<file path="config.mk">
export PLATFORM = sky130hd
export DESIGN_NAME = instr_fetch_unit
export DESIGN_NICKNAME = d
export VERILOG_FILES = /design/src/rtl/instr_fetch_unit.sv
export SDC_FILE = /design/constraint.sdc
export NUM_CORES = 1
export LEC_CHECK = 0
export ABC_AREA = 1
export BUFFER_PORTS_ARGS = -buffer_cell sky130_fd_sc_hd__buf_4
export CELL_PAD_IN_SITES_DETAIL_PLACEMENT = 0
export CELL_PAD_IN_SITES_GLOBAL_PLACEMENT = 1
export CORE_MARGIN = 2
export CORE_UTILIZATION = 43
export DETAILED_ROUTE_END_ITERATION = 16
export GPL_TIMING_DRIVEN = 0
export PLACE_DENSITY = 0.78
export SLEW_MARGIN = 20
export SYNTH_ARGS = -nofsm -noshare
export SYNTH_HDL_FRONTEND = slang
export SYNTH_SLANG_ARGS = --single-unit
</file>
<file path="constraint.sdc">
create_clock -name clk -period 3.78 [get_ports clk]
set_clock_uncertainty 0.1 [all_clocks]
set_input_delay 1.134 -clock clk [delete_from_list [all_inputs] [get_ports clk]]
set_output_delay 1.134 -clock clk [all_outputs]
set_load 0.03 [all_outputs]
</file>
<file path="src/rtl/instr_fetch_unit.sv">
// Instruction fetch stage: owns the PC, issues word reads over a req/ack
// handshake and buffers returned words in a prefetch FIFO for decode.
// A redirect reloads the PC, flushes the FIFO and discards any in-flight read.
module instr_fetch_unit #(
  parameter logic [31:0] RESET_PC   = 32'h0000_0000,
  parameter int unsigned FIFO_DEPTH = 4
) (
  input  logic        clk,
  input  logic        reset,
  output logic        imem_req,
  output logic [31:0] imem_addr,
  input  logic        imem_ack,
  input  logic [31:0] imem_rdata,
  input  logic        redirect_valid,
  input  logic [31:0] redirect_pc,
  input  logic        instr_ready,
  output logic        instr_valid,
  output logic [31:0] instr,
  output logic [31:0] instr_pc,
  output logic [31:0] pc_plus4
);

  localparam int unsigned PtrW = (FIFO_DEPTH > 1) ? $clog2(FIFO_DEPTH) : 1;
  localparam int unsigned CntW = PtrW + 1;
  localparam logic [CntW-1:0] DepthCnt = CntW'(FIFO_DEPTH);

  localparam logic [1:0] StIdle = 2'd0;
  localparam logic [1:0] StReq  = 2'd1;
  // Old read still outstanding after a redirect; its data is thrown away.
  localparam logic [1:0] StDrop = 2'd2;

  logic [1:0]      state_q, state_d;
  logic [31:0]     fetch_pc_q, fetch_pc_d;
  logic [31:0]     drop_addr_q, drop_addr_d;
  logic [PtrW-1:0] rd_ptr_q, rd_ptr_d;
  logic [PtrW-1:0] wr_ptr_q, wr_ptr_d;
  logic [CntW-1:0] count_q, count_d;
  logic [31:0]     data_q [FIFO_DEPTH];
  logic [31:0]     pc_q   [FIFO_DEPTH];

  logic        push;
  logic        pop;
  logic [31:0] redir_pc;

  assign redir_pc    = {redirect_pc[31:2], 2'b00};
  assign imem_req    = (state_q == StReq) || (state_q == StDrop);
  assign imem_addr   = (state_q == StDrop) ? drop_addr_q : fetch_pc_q;
  assign instr_valid = (count_q != '0);
  assign instr       = data_q[rd_ptr_q];
  assign instr_pc    = pc_q[rd_ptr_q];
  assign pc_plus4    = instr_pc + 32'd4;

  // Redirect wins over both FIFO operations.
  assign pop  = instr_valid && instr_ready && !redirect_valid;
  assign push = (state_q == StReq) && imem_ack && !redirect_valid;

  // FIFO pointer and occupancy update; flush on redirect.
  always_comb begin
    rd_ptr_d = rd_ptr_q;
    wr_ptr_d = wr_ptr_q;
    count_d  = count_q;
    if (redirect_valid) begin
      rd_ptr_d = '0;
      wr_ptr_d = '0;
      count_d  = '0;
    end else begin
      if (push) wr_ptr_d = wr_ptr_q + PtrW'(1);
      if (pop)  rd_ptr_d = rd_ptr_q + PtrW'(1);
      unique case ({push, pop})
        2'b10:   count_d = count_q + CntW'(1);
        2'b01:   count_d = count_q - CntW'(1);
        default: count_d = count_q;
      endcase
    end
  end

  // Fetch FSM next state and PC sequencing.
  always_comb begin
    state_d     = state_q;
    fetch_pc_d  = fetch_pc_q;
    drop_addr_d = drop_addr_q;
    case (state_q)
      StIdle: begin
        if (redirect_valid) begin
          fetch_pc_d = redir_pc;
          state_d    = StReq;
        end else if (count_d < DepthCnt) begin
          state_d = StReq;
        end
      end
      StReq: begin
        if (redirect_valid) begin
          fetch_pc_d = redir_pc;
          if (!imem_ack) begin
            // The request must stay up with its address until acked.
            drop_addr_d = fetch_pc_q;
            state_d     = StDrop;
          end
        end else begin
          if (imem_ack) fetch_pc_d = fetch_pc_q + 32'd4;
          // Only request again when the next push is guaranteed a slot.
          if (count_d >= DepthCnt) state_d = StIdle;
        end
      end
      StDrop: begin
        if (redirect_valid) fetch_pc_d = redir_pc;
        if (imem_ack) state_d = StReq;
      end
      default: state_d = StIdle;
    endcase
  end

  // Control state registers.
  always_ff @(posedge clk or negedge reset) begin
    if (!reset) begin
      state_q     <= StIdle;
      fetch_pc_q  <= RESET_PC;
      drop_addr_q <= RESET_PC;
      rd_ptr_q    <= '0;
      wr_ptr_q    <= '0;
      count_q     <= '0;
    end else begin
      state_q     <= state_d;
      fetch_pc_q  <= fetch_pc_d;
      drop_addr_q <= drop_addr_d;
      rd_ptr_q    <= rd_ptr_d;
      wr_ptr_q    <= wr_ptr_d;
      count_q     <= count_d;
    end
  end

  // FIFO storage: instruction word and its PC per entry.
  always_ff @(posedge clk or negedge reset) begin
    if (!reset) begin
      for (int i = 0; i < int'(FIFO_DEPTH); i++) begin
        data_q[i] <= '0;
        pc_q[i]   <= '0;
      end
    end else if (push) begin
      data_q[wr_ptr_q] <= imem_rdata;
      pc_q[wr_ptr_q]   <= fetch_pc_q;
    end
  end

endmodule

</file>
* Word level (Yosys, flattened, before mapping) *
Index checks and enable logic that the tools add are counted.

storage, ports and cells
  bits in registers = 329
  input bits = 69
  word-level logic and storage cells = 82

cells by class
  add/sub/neg operators = 6
  $lt $le $gt $ge = 5
  eq/ne operators = 10
  multiplexer cells = 28
  bitwise operators = 3
  reductions and logical operators = 16

operators with widths
  cell                     count
  $mux W32                 9
  $bwmux W128              2
  $bmux W32 S2             2
  $add A32 B3 Y32 const B  2
  $demux W32 S2            1
  $pmux W32 S2             1
  $mux W2                  10
  $ge A3 B3 Y1 const B     3
  $ne A3 B3 Y1 const B     3
  $not A2 Y3               2
  $pmux W2 S3              1
  $pmux W3 S2              1
  $reduce_and A3 Y1        2
  $reduce_bool A2 Y1       3
  $logic_and A1 B1 Y1      5
  $add A2 B1 Y2 const B    2
  $eq A2 B1 Y1 const B     2
  $eq A2 B2 Y1 const B     2
  $reduce_and A4 Y1        1
  $add A3 B1 Y3 const B    1
  $lt A3 B1 Y1 const B     1
  $lt A3 B3 Y1 const B     1
  $mux W3                  1
  $ne A3 B2 Y1 const B     1
  9 further kinds          9

* Depth between registers and ports, before layout *
Gate-level depths: netlist of the first run.

  word-level depth = 10
  mapped depth = 17

* Worst setup path before layout of the first run *
OpenSTA, ideal clock, no wires.

  path kind = register to output
  from = reg rd_ptr_q[0]
  to = out pc_plus4[16]
  data arrival time = 2.457 ns
  path slack = 0.089 ns
  stages on the path, launching flop included = 14
  cell sequence = dfrtp_1 > buf_6 > inv_4 > buf_8 > buf_8 > nor2_1 > nor2_1 > o21ai_0 > nand2_1 > ha_1 > nand3_2 > nor2_1 > nand2_1 > xor2_1

between the ends
  cells in the longest elaborated chain, start to end = 5

ends and longest elaborated chain
  element                                       line  source
  start: declaration                            35    logic [PtrW-1:0] rd_ptr_q, rd_ptr_d;
  start signal: assignment                      126   rd_ptr_q <= rd_ptr_d;
  $not A2 Y3 (implied by the code)              50    assign instr_pc = pc_q[rd_ptr_q];
  $bmux W32 S2                                  50
  $mux W32 (implied by the code) (2 in series)  50
  net instr_pc[2]                               19    output logic [31:0] instr_pc,
  $add A32 B3 Y32                               51    assign pc_plus4 = instr_pc + 32'd4;
  end: declaration                              20    output logic [31:0] pc_plus4

The timed path passes the listed nets, and every way through them passes these cells. The select of a mux whose other input is x is not followed.

* Worst setup path after layout of the first run *
  from = reg rd_ptr_q[0]
  to = out pc_plus4[25]

between the ends
  cells in the longest elaborated chain, start to end = 5

ends and longest elaborated chain
  element                                       line
  $not A2 Y3 (implied by the code)              50
  $bmux W32 S2                                  50
  $mux W32 (implied by the code) (2 in series)  50
  $add A32 B3 Y32                               51

Every way passes these cells. The select of a mux whose other input is x is not followed.

==> run summary, run 1 <==
Crit path max fanout = 7
Die height = 198.4 µm
Synth top cells by count = 760 x nand2_1, 416 x o21ai_0, 317 x dfrtp_1, 184 x nor2_1, 141 x inv_1
Synth area leader = dfrtp_1
Crit. End Element = output pin
Cell variety after synth = 32
Final Slew Violations = 0
Slew headroom = 0.4922
Asr flop ratio synth = 1.000
Die W = 198.4 µm
Final net count = 2555
Area Overhead vs Synth = 27.97%
Share of the synthesized area in the top cell type = 0.4879
Startpoint Class = flip-flop
Max-cap violation count = 0
Post-DP Area = 18430 µm²
Number of synthesized flops with an enable pin = 0
FP Rows = 71
Worst setup path startpoint = rd_ptr_q[0]
Hold WC Path Type = flip-flop to flip-flop
Post-DP HPWL = 40.24 mm
Initial DRC count = 1235
Via Count = 16130
Met2 Routed Length = 25.44 mm
LEAKAGE = 10.07 nW
RSZ-0062 raised after global routing = true
Setup-failing EPs final = 23
Combinational share of power = 0.500
Drt drc = 0
Area contributors post-synth = dfrtp_1 49%, nand2_1 18%, o21ai_0 13%
Pin count of the biggest net entering global routing = 93
Status = complete, but fails checks
Tot Pwr = 17.78 mW
Core box area = 37490 µm²
Register area share after synthesis = 0.4879
Via density = 5.350
H-tree levels = 2
Overflow after GRT = 0
Drt pass-1 iters = 5
Reg clk slew, reported paths = 0.06 ns
Share of layout cells above drive strength 1 = 0.2054
Worst EP arrival = 2.70 ns
Worst slew pin tran = 0.7617 ns
Final Hold Fails = 0
Most frequent cell after synthesis = nand2_1
Antenna-violating nets left = 0
Die footprint = 39380 µm²
Overall Global Routing Usage = 0.2907
Pint = 9.671 mW
Synth Instances = 2195
Routed len/inst = 18.79 µm
Mean Syn Cell Area = 7.407 µm²
Initial Utilization = 0.4337
Fin crit share = 1.040
YS warnings = 0
CTS root buf = clkbuf_16
Synth Cell Area = 16260 µm²
Power Density = 854.6 nW/µm²
Skew-Pair Late Insertion Delay = 0.54 ns
VDD IR max = 0.6198 mV
Main synth FF type = dfrtp_1
Initial antenna violation count = 1
Fin area = 20810 µm²
Sw Ratio = 0.4561
Worst R2R Path Depth = 10
TritonCTS Buffers = 37
Min Tclk post-route = 3.931 ns
Fmax achieved = 0.2544 GHz
Vias in the first global route = 15430
Hold Path Depth = 2
CP Class = flip-flop to output pin
Part of the power in registers = 0.300
First-pass GRT wire length = 88.02 mm
Yosys reg bits = 317
Port bufs = 189
Worst slack at placement = -0.1267 ns
Clock Path Buffers = 3
Hold_sp = data_q[73]
P_sw = 8.111 mW
Clk network pwr share = 0.200
I/O pins = 199
Sink Count = 317
Failing checks = negative setup slack
Worst setup margin = -0.1512 ns
GP Congestion = 0.8951
Drt total wl = 56.64 mm
Reg2reg start = state_q[0]
CTS tree = yes
Critical Path RT = 2.55 ns
Top Layer Used = met4
WL met3 = 3.541 mm
Met1 WL = 26.10 mm
-- timing repair --
item                       4_1_cts  5_1_grt
pin swaps                       35       59
setup endpoints to repair       62       48
hold buffers                     0        0
buffers inserted                26       18
resized for setup              140      113
-- worst max-delay path, stage by stage, from the launching register on --
cell and delay [ns]:
dfrtp_1 0.37, buf_6 0.14, inv_4 0.06, buf_12 0.13
buf_12 0.13, nor2_4 0.03, nor2_1 0.07, o21ai_1 0.08
nand2_2 0.18, buf_6 0.15, nand2_8 0.06, nor2_4 0.22
buf_4 0.17, nand3_2 0.07, nand2_2 0.07, nand2_2 0.06
buf_6 0.13
-- through the flow --
stage | setup TNS [ns] | util | hold WS [ns] | std cells
detailed placement | -0.2177 | 0.4915 | 0.3677 | 2903
floorplan | 0 | - | 0.3478 | 2200
CTS | -1.674 | 0.5411 | 0.3822 | 2995
global placement | -472.59 | 0.4891 | 0.3613 | 2900
finish | -2.020 | 0.5550 | 0.3798 | 3014
global route | -5.266 | 0.5549 | 0.3959 | 3013
-- cell families after synthesis --
| family | count (synthesis) | share of synthesized area |
|---|---|---|
| simple gates | 1088 | 0.2662 |
| flops | 317 | 0.4879 |
| fa+ha+maj | 12 | 0.009697 |
| buf+inv | 273 | 0.07242 |
| other cells | 1 | 0.0002307 |
| xor+xnor | 18 | 0.009697 |
| compound gates | 486 | 0.1538 |
-- power groups by stage --
stage,registers (mW),logic [mW],clock network (mW)
6_report,5.34,8.89,3.56
5_1_grt,5.48,9.69,3.75
4_1_cts,5.30,8.51,3.61
3_5_place_dp,5.35,8.03,0
3_3_place_gp,5.32,7.93,0
2_1_floorplan,5.15,5.09,0
-- per-layer routing --
| layer | vias up | track usage |
|---|---|---|
| met1 | 7859 | 0.4258 |
| met4 | 0 | 0.09121 |
| met2 | 531 | 0.4485 |
| met3 | 104 | 0.03832 |
| li1 | 7632 | - |
| met5 | - | 0 |
-- area by class of cell --
cell class	instances	area, µm²
timing repair buffer	236	1951
fill	3631	16680
buffer	129	777.0
multi-input combinational	1610	7755
tap	511	639.4
inverter	143	541.8
clock buffer	58	1126
sequential	317	7933
antenna	1	2.502
clock inverter	9	81.33
-- flip-flops by register name, summed over array words and instances (netlist names) --
register and flops:
count_q 3, data_q 128, drop_addr_q 30, fetch_pc_q 30, pc_q 120, rd_ptr_q 2
state_q 2, wr_ptr_q 2
-- cell usage in the layout (no fill, tap or decap), types with 6 or more instances in the layout --
| master | count |
|---|---|
| buf_2 | 33 |
| xor2_1 | 16 |
| nor2_4 | 21 |
| nor2_2 | 13 |
| o21ai_0 | 413 |
| nand3_1 | 92 |
| clkinv_2 | 7 |
| nand2_4 | 21 |
| nand4_1 | 12 |
| nand2_1 | 681 |
| clkbuf_16 | 38 |
| o22ai_1 | 39 |
| nand3_2 | 10 |
| buf_4 | 224 |
| nand2_2 | 66 |
| nor2_1 | 158 |
| inv_1 | 140 |
| conb_1 | 6 |
| clkbuf_4 | 10 |
| clkbuf_8 | 12 |
| a21oi_1 | 22 |
| buf_6 | 27 |
| ha_1 | 10 |
| nor3_1 | 9 |
| dfrtp_1 | 317 |
| clkbuf_1 | 61 |
-- worst paths after layout --
| kind | slack, ns | endpoint |
|---|---|---|
| setup / recovery | -0.15 | pc_plus4[25] |
| hold / removal | 0.38 | data_q[73] |
| setup reg to reg | 0.97 | data_q[9] |
| hold reg to reg | 0.38 | data_q[73] |
| max in group asynchronous | 2.20 | fetch_pc_q[17] |
| min in group asynchronous | 0.46 | data_q[104] |
Power figures use the tool's default switching activity.
==> run 2, diff against run 1 <==
--- a/config.mk
+++ b/config.mk
@@ -6,7 +6,7 @@
 export NUM_CORES = 1
 export LEC_CHECK = 0
 export ABC_AREA = 1
-export BUFFER_PORTS_ARGS = -buffer_cell sky130_fd_sc_hd__buf_4
+export BUFFER_PORTS_ARGS = -buffer_cell sky130_fd_sc_hd__buf_2
 export CELL_PAD_IN_SITES_DETAIL_PLACEMENT = 0
 export CELL_PAD_IN_SITES_GLOBAL_PLACEMENT = 1
 export CORE_MARGIN = 2
==> run 2 against run 1 <==
The flow still finishes with violations (negative setup slack). Die area stayed put. Via count down 0.55%. Design area down 2.0%. Sequential cell count is the same. First-iteration DRC count is 4.1% higher. Critical path type unchanged. Largest cell class unchanged. Highest routed layer unchanged.
==> run summary, run 2 (synthesis gave the netlist of run 1 again) <==
Status = complete, but fails checks
Failing checks = negative setup slack
Storage cell area = 7933 µm²
P_sw = 8.080 mW
Clock Path Buffers = 3
Worst setup margin = -0.1922 ns
Fmax achieved = 0.2518 GHz
Sw Ratio = 0.4603
Core box area = 37490 µm²
Hold_sp = data_q[38]
Share of layout cells above drive strength 1 = 0.2006
Final net count = 2559
Crit. End Element = output pin
Critical Path RT = 2.55 ns
Min Tclk post-route = 3.972 ns
Die footprint = 39380 µm²
Top reg by flops = data_q
Most common cell after layout, fill and taps aside = nand2_1
Drt total wl = 56.87 mm
Worst R2R Path Depth = 11
Clk network pwr share = 0.213
Initial Utilization = 0.4337
Area Overhead vs Synth = 25.45%
First-pass GRT wire length = 88.26 mm
TritonCTS Buffers = 38
Drt pass-1 iters = 6
Routed len/inst = 18.87 µm
Max reg flops = 128
Setup-failing EPs final = 26
Port bufs = 189
Worst slew pin tran = 0.7219 ns
Skew-Pair Late Insertion Delay = 0.56 ns
Antenna-violating nets left = 0
Final Slew Violations = 0
Overflow after GRT = 0
Vias in the first global route = 15300
Via density = 5.321
Drt drc = 0
Reg clk slew, reported paths = 0.06 ns
Worst EP arrival = 2.74 ns
Worst slack at placement = -0.1575 ns
Die height = 198.4 µm
Pint = 9.472 mW
Hold Path Depth = 2
Hold WC Path Type = flip-flop to flip-flop
GP Congestion = 0.9014
Tot Pwr = 17.55 mW
Final Hold Fails = 0
Area of the multi-input gates = 7680 µm²
Post-layout util = 0.5441
CTS root buf = clkbuf_16
RSZ-0062 raised after global routing = true
# fillers = 3716
Power Density = 860.6 nW/µm²
LEAKAGE = 10.04 nW
H-tree levels = 2
Initial antenna violation count = 0
Sink Count = 317
Die W = 198.4 µm
CP Class = flip-flop to output pin
FP Rows = 71
Setup TNS = -2.370 ns
Part of the power in registers = 0.304
Initial DRC count = 1286
Worst reg2reg path endpoint = data_q[3]
Combinational share of power = 0.483
Post-DP HPWL = 40.03 mm
R2R Setup Slk = 0.91 ns
Fin crit share = 1.051
Startpoint Class = flip-flop
Slew headroom = 0.5187
Reg2reg start = state_q[1]
Hold slack = 0.3826 ns
# hold bufs at CTS = 0
Pin count of the biggest net entering global routing = 98
Hold path endpoint = data_q[38]
Crit path max fanout = 7
Overall Global Routing Usage = 0.2918
VDD IR max = 0.5153 mV
Top Registers = data_q: 128 flops, pc_q: 120 flops
I/O pins = 199
Via Count = 16040
Diode count = 0
Most frequent cells in the layout = 694 x nand2_1, 412 x o21ai_0, 317 x dfrtp_1
Max-cap violation count = 0
CTS tree = yes
run 2: routing by layer:
| metal | vias up | wire (µm) | GRT usage |
|---|---|---|---|
| met3 | 65 | 3517 | 0.04476 |
| met1 | 7835 | 26140 | 0.4213 |
| met5 | - | 0 | 0 |
| met4 | 0 | 898 | 0.07159 |
| met2 | 496 | 26320 | 0.4622 |
| li1 | 7642 | - | - |
run 2: power groups by stage:
stage,logic [mW],registers (mW),clock network [mW]
finish,8.48,5.34,3.73
global route,9.28,5.47,3.94
CTS,8.22,5.30,3.80
detailed placement,7.50,5.34,0
global placement,7.40,5.32,0
floorplan,5.09,5.15,0
run 2: what timing repair did:
item | CTS | global route
pin swaps | 47 | 25
setup endpoints to repair | 71 | 52
buffers inserted | 35 | 16
resized for setup | 203 | 65
run 2: cell type report:
class / count / area share
Clock inverter: 9 / 0.005767
Timing Repair Buffer: 242 / 0.07938
Tap cell: 511 / 0.03135
Clock buffer: 56 / 0.05638
Buffer: 126 / 0.03521
Multi-Input combinational cell: 1610 / 0.3765
Sequential cell: 317 / 0.3889
Inverter: 143 / 0.02644
run 2: critical path, cell delays in order (launching register included):
cell and delay (ns):
dfrtp_1 0.37, buf_6 0.14, inv_4 0.06, buf_12 0.12, buf_12 0.12, nor2_2 0.03
nor2_1 0.07, o21ai_1 0.08, nand2_2 0.17, buf_4 0.14, buf_6 0.11, nand2_8 0.06
nor2_4 0.21, buf_12 0.15, nand4_1 0.10, nand2_2 0.11, buf_6 0.13
run 2: through the flow:
| stage | instance area (µm²) | cells |
|---|---|---|
| after detailed placement | 17950 | 2903 |
| after CTS | 20110 | 3000 |
| after global placement | 17860 | 2900 |
| after floorplan | 16280 | 2200 |
| final | 20400 | 3014 |
| after global routing | 20400 | 3014 |
run 2: worst max path at each step:
stage                      from        endpoint  slack [ns]
finish              rd_ptr_q[0]    pc_plus4[19]       -0.19
global route        rd_ptr_q[0]    pc_plus4[26]       -0.31
CTS                 rd_ptr_q[0]    pc_plus4[14]       -0.16
detailed placement  rd_ptr_q[0]    pc_plus4[16]       -0.16
global placement          reset  drop_addr_q[4]       -4.72
floorplan           rd_ptr_q[0]    pc_plus4[16]        0.09
==> run 3, diff against run 2 <==
--- a/config.mk
+++ b/config.mk
@@ -9,9 +9,11 @@
 export BUFFER_PORTS_ARGS = -buffer_cell sky130_fd_sc_hd__buf_2
 export CELL_PAD_IN_SITES_DETAIL_PLACEMENT = 0
 export CELL_PAD_IN_SITES_GLOBAL_PLACEMENT = 1
+export CORE_ASPECT_RATIO = 1.1
 export CORE_MARGIN = 2
 export CORE_UTILIZATION = 43
 export DETAILED_ROUTE_END_ITERATION = 16
+export GPL_ROUTABILITY_DRIVEN = 0
 export GPL_TIMING_DRIVEN = 0
 export PLACE_DENSITY = 0.78
 export SLEW_MARGIN = 20
==> run 3 against run 2 <==
Setup slack improved by 0.022 ns. Register-to-register slack improved by 0.11 ns. Worst hold slack worse by 0.0033 ns. The run still ends with negative setup slack left. Clock-buffer cell count fell by 1. Power barely moved. Combinational power is essentially flat. Critical endpoint is now pc_plus4[14]. Largest cell class unchanged.
==> run summary, run 3 (synthesis gave the netlist of run 1 again) <==
Status = complete, but fails checks
Failing checks = negative setup slack
H-tree levels = 2
Crit path max fanout = 6
Worst setup margin = -0.1705 ns
CP Class = flip-flop to output pin
Min Tclk post-route = 3.951 ns
Startpoint Class = flip-flop
Post-DP HPWL = 39.99 mm
TritonCTS Buffers = 38
Tot Pwr = 17.56 mW
Port bufs = 189
Die height = 207.9 µm
Initial DRC count = 1256
Max incr delay on CP = 0.38 ns
CTS root buf = clkbuf_16
Sink Count = 317
Initial Utilization = 0.4368
First-pass GRT wire length = 89.58 mm
Delay-heaviest family, CP = simple AND/OR/NAND/NOR gates
Routed len/inst = 19.11 µm
# hold bufs at CTS = 0
Clock Path Buffers = 3
Crit. End Element = output pin
Setup-failing EPs final = 24
Storage cell area = 7933 µm²
Buf/Inv on CP = 5
Die footprint = 39380 µm²
Max reg flops = 128
Final Hold Fails = 0
Crit path cell chain = buf_8, inv_8, buf_12, buf_8, nor2_4, nor2_1, o21ai_1, nand2_2, ha_4, nand3_4, nor2_4, nand2_2, xor2_1, buf_4
Slew headroom = 0.5240
Area Overhead vs Synth = 25.68%
Final net count = 2544
Critical Path RT = 2.55 ns
Critical path's slowest cell = dfrtp_1
Drt total wl = 57.07 mm
Power Density = 859.6 nW/µm²
Hold slack = 0.3793 ns
Fin crit share = 1.045
Via Count = 16000
FP Rows = 74
Share of layout cells above drive strength 1 = 0.2043
Max-cap violation count = 0
Vias in the first global route = 15910
Drt drc = 0
Skew-Pair Late Insertion Delay = 0.55 ns
Die W = 189.4 µm
Final Slew Violations = 0
Core box area = 37220 µm²
Worst slew pin tran = 0.7140 ns
I/O pins = 199
Initial antenna violation count = 0
Pin count of the biggest net entering global routing = 97
Most frequent cells in the layout = 685 x nand2_1, 413 x o21ai_0, 317 x dfrtp_1
Area of the multi-input gates = 7751 µm²
LEAKAGE = 9.998 nW
Overflow after GRT = 0
Overall Global Routing Usage = 0.2917
Worst EP arrival = 2.72 ns
Hold WC Path Type = flip-flop to flip-flop
Top reg by flops = data_q
CTS tree = yes
Drt pass-1 iters = 6
RSZ-0062 raised after global routing = true
Most common cell after layout, fill and taps aside = nand2_1
Antenna-violating nets left = 0
Reg clk slew, reported paths = 0.06 ns
# fillers = 3709
Via density = 5.356
Setup TNS = -1.982 ns
VDD IR max = 0.5032 mV
Fmax achieved = 0.2531 GHz
Top Registers = data_q: 128 flops, pc_q: 120 flops
[run 3: cell count changes in the layout (fill, tap and decap cells not counted), sizes merged]
cell and change:
buf -23, bufbuf +1, clkbuf +6, clkinv +3, diode +2, inv +1
[run 3: repair_timing]
action | CTS | global route
buffers inserted | 15 | 16
setup endpoints to repair | 76 | 56
gates cloned | 2 | 0
gates resized for setup | 165 | 127
pin swaps | 25 | 45
endpoints found under the hold margin | 0 | 0
[run 3: cell type report]
class / count / area share
clock inverter: 13 / 0.007042
buffer: 128 / 0.03741
tap: 494 / 0.03025
sequential: 317 / 0.3882
multi-input combinational: 1610 / 0.3793
clock buffer: 55 / 0.05658
timing repair buffer: 225 / 0.07428
inverter: 143 / 0.02664
antenna: 2 / 0.0002449
[run 3: stage by stage]
step,utilization,std cells,worst slack [ns],area (µm²)
after detailed placement,0.4818,2886,-0.1366,17930
final,0.5490,2987,-0.1705,20430
after CTS,0.5351,2969,-0.1721,19920
after global routing,0.5488,2985,-0.3038,20430
after floorplan,-,2200,0.08894,16280
after global placement,0.4793,2883,-4.731,17840
[run 3: worst paths after layout]
| check | to | start | cells past startpoint | slack (ns) |
|---|---|---|---|---|
| setup / recovery | pc_plus4[14] | rd_ptr_q[0] | 14 | -0.17 |
| hold / removal | data_q[93] | data_q[93] | 2 | 0.38 |
| setup reg to reg | state_q[1] | state_q[1] | 15 | 1.02 |
| hold reg to reg | data_q[93] | data_q[93] | 2 | 0.38 |
| max in group asynchronous | fetch_pc_q[5] | reset | 4 | 1.48 |
| min in group asynchronous | data_q[103] | reset | 1 | 0.39 |
[run 3: power breakdown]
part / switching, mW / internal, mW / total [mW] / leakage [nW]
clock network: 1.52 / 2.28 / 3.79 / 0.652
registers: 0.729 / 4.59 / 5.32 / 4.15
logic: 5.88 / 2.57 / 8.45 / 5.20
total: 8.13 / 9.44 / 17.6 / 10.0
[run 3: worst reg2reg max path, stage by stage (launching register included)]
cell and delay, ns:
dfrtp_1 0.41, inv_1 0.09, ha_1 0.23, inv_1 0.07, nor2_1 0.12, nand2_1 0.13, ha_1 0.27, fa_1 0.40
nand2_1 0.07, nand2_1 0.06, o21ai_0 0.14, nand3_1 0.11, a21oi_1 0.18, nand2_1 0.12, nand2_1 0.07, o21ai_0 0.08
[run 3: per-layer routing]
metal | vias up | global-route usage | share of wire
met1 | 7739 | 0.4003 | 0.44
met2 | 552 | 0.4689 | 0.46
met3 | 103 | 0.05162 | 0.068
li1 | 7603 | - | -
met4 | 0 | 0.09623 | 0.029
met5 | - | 0 | 0
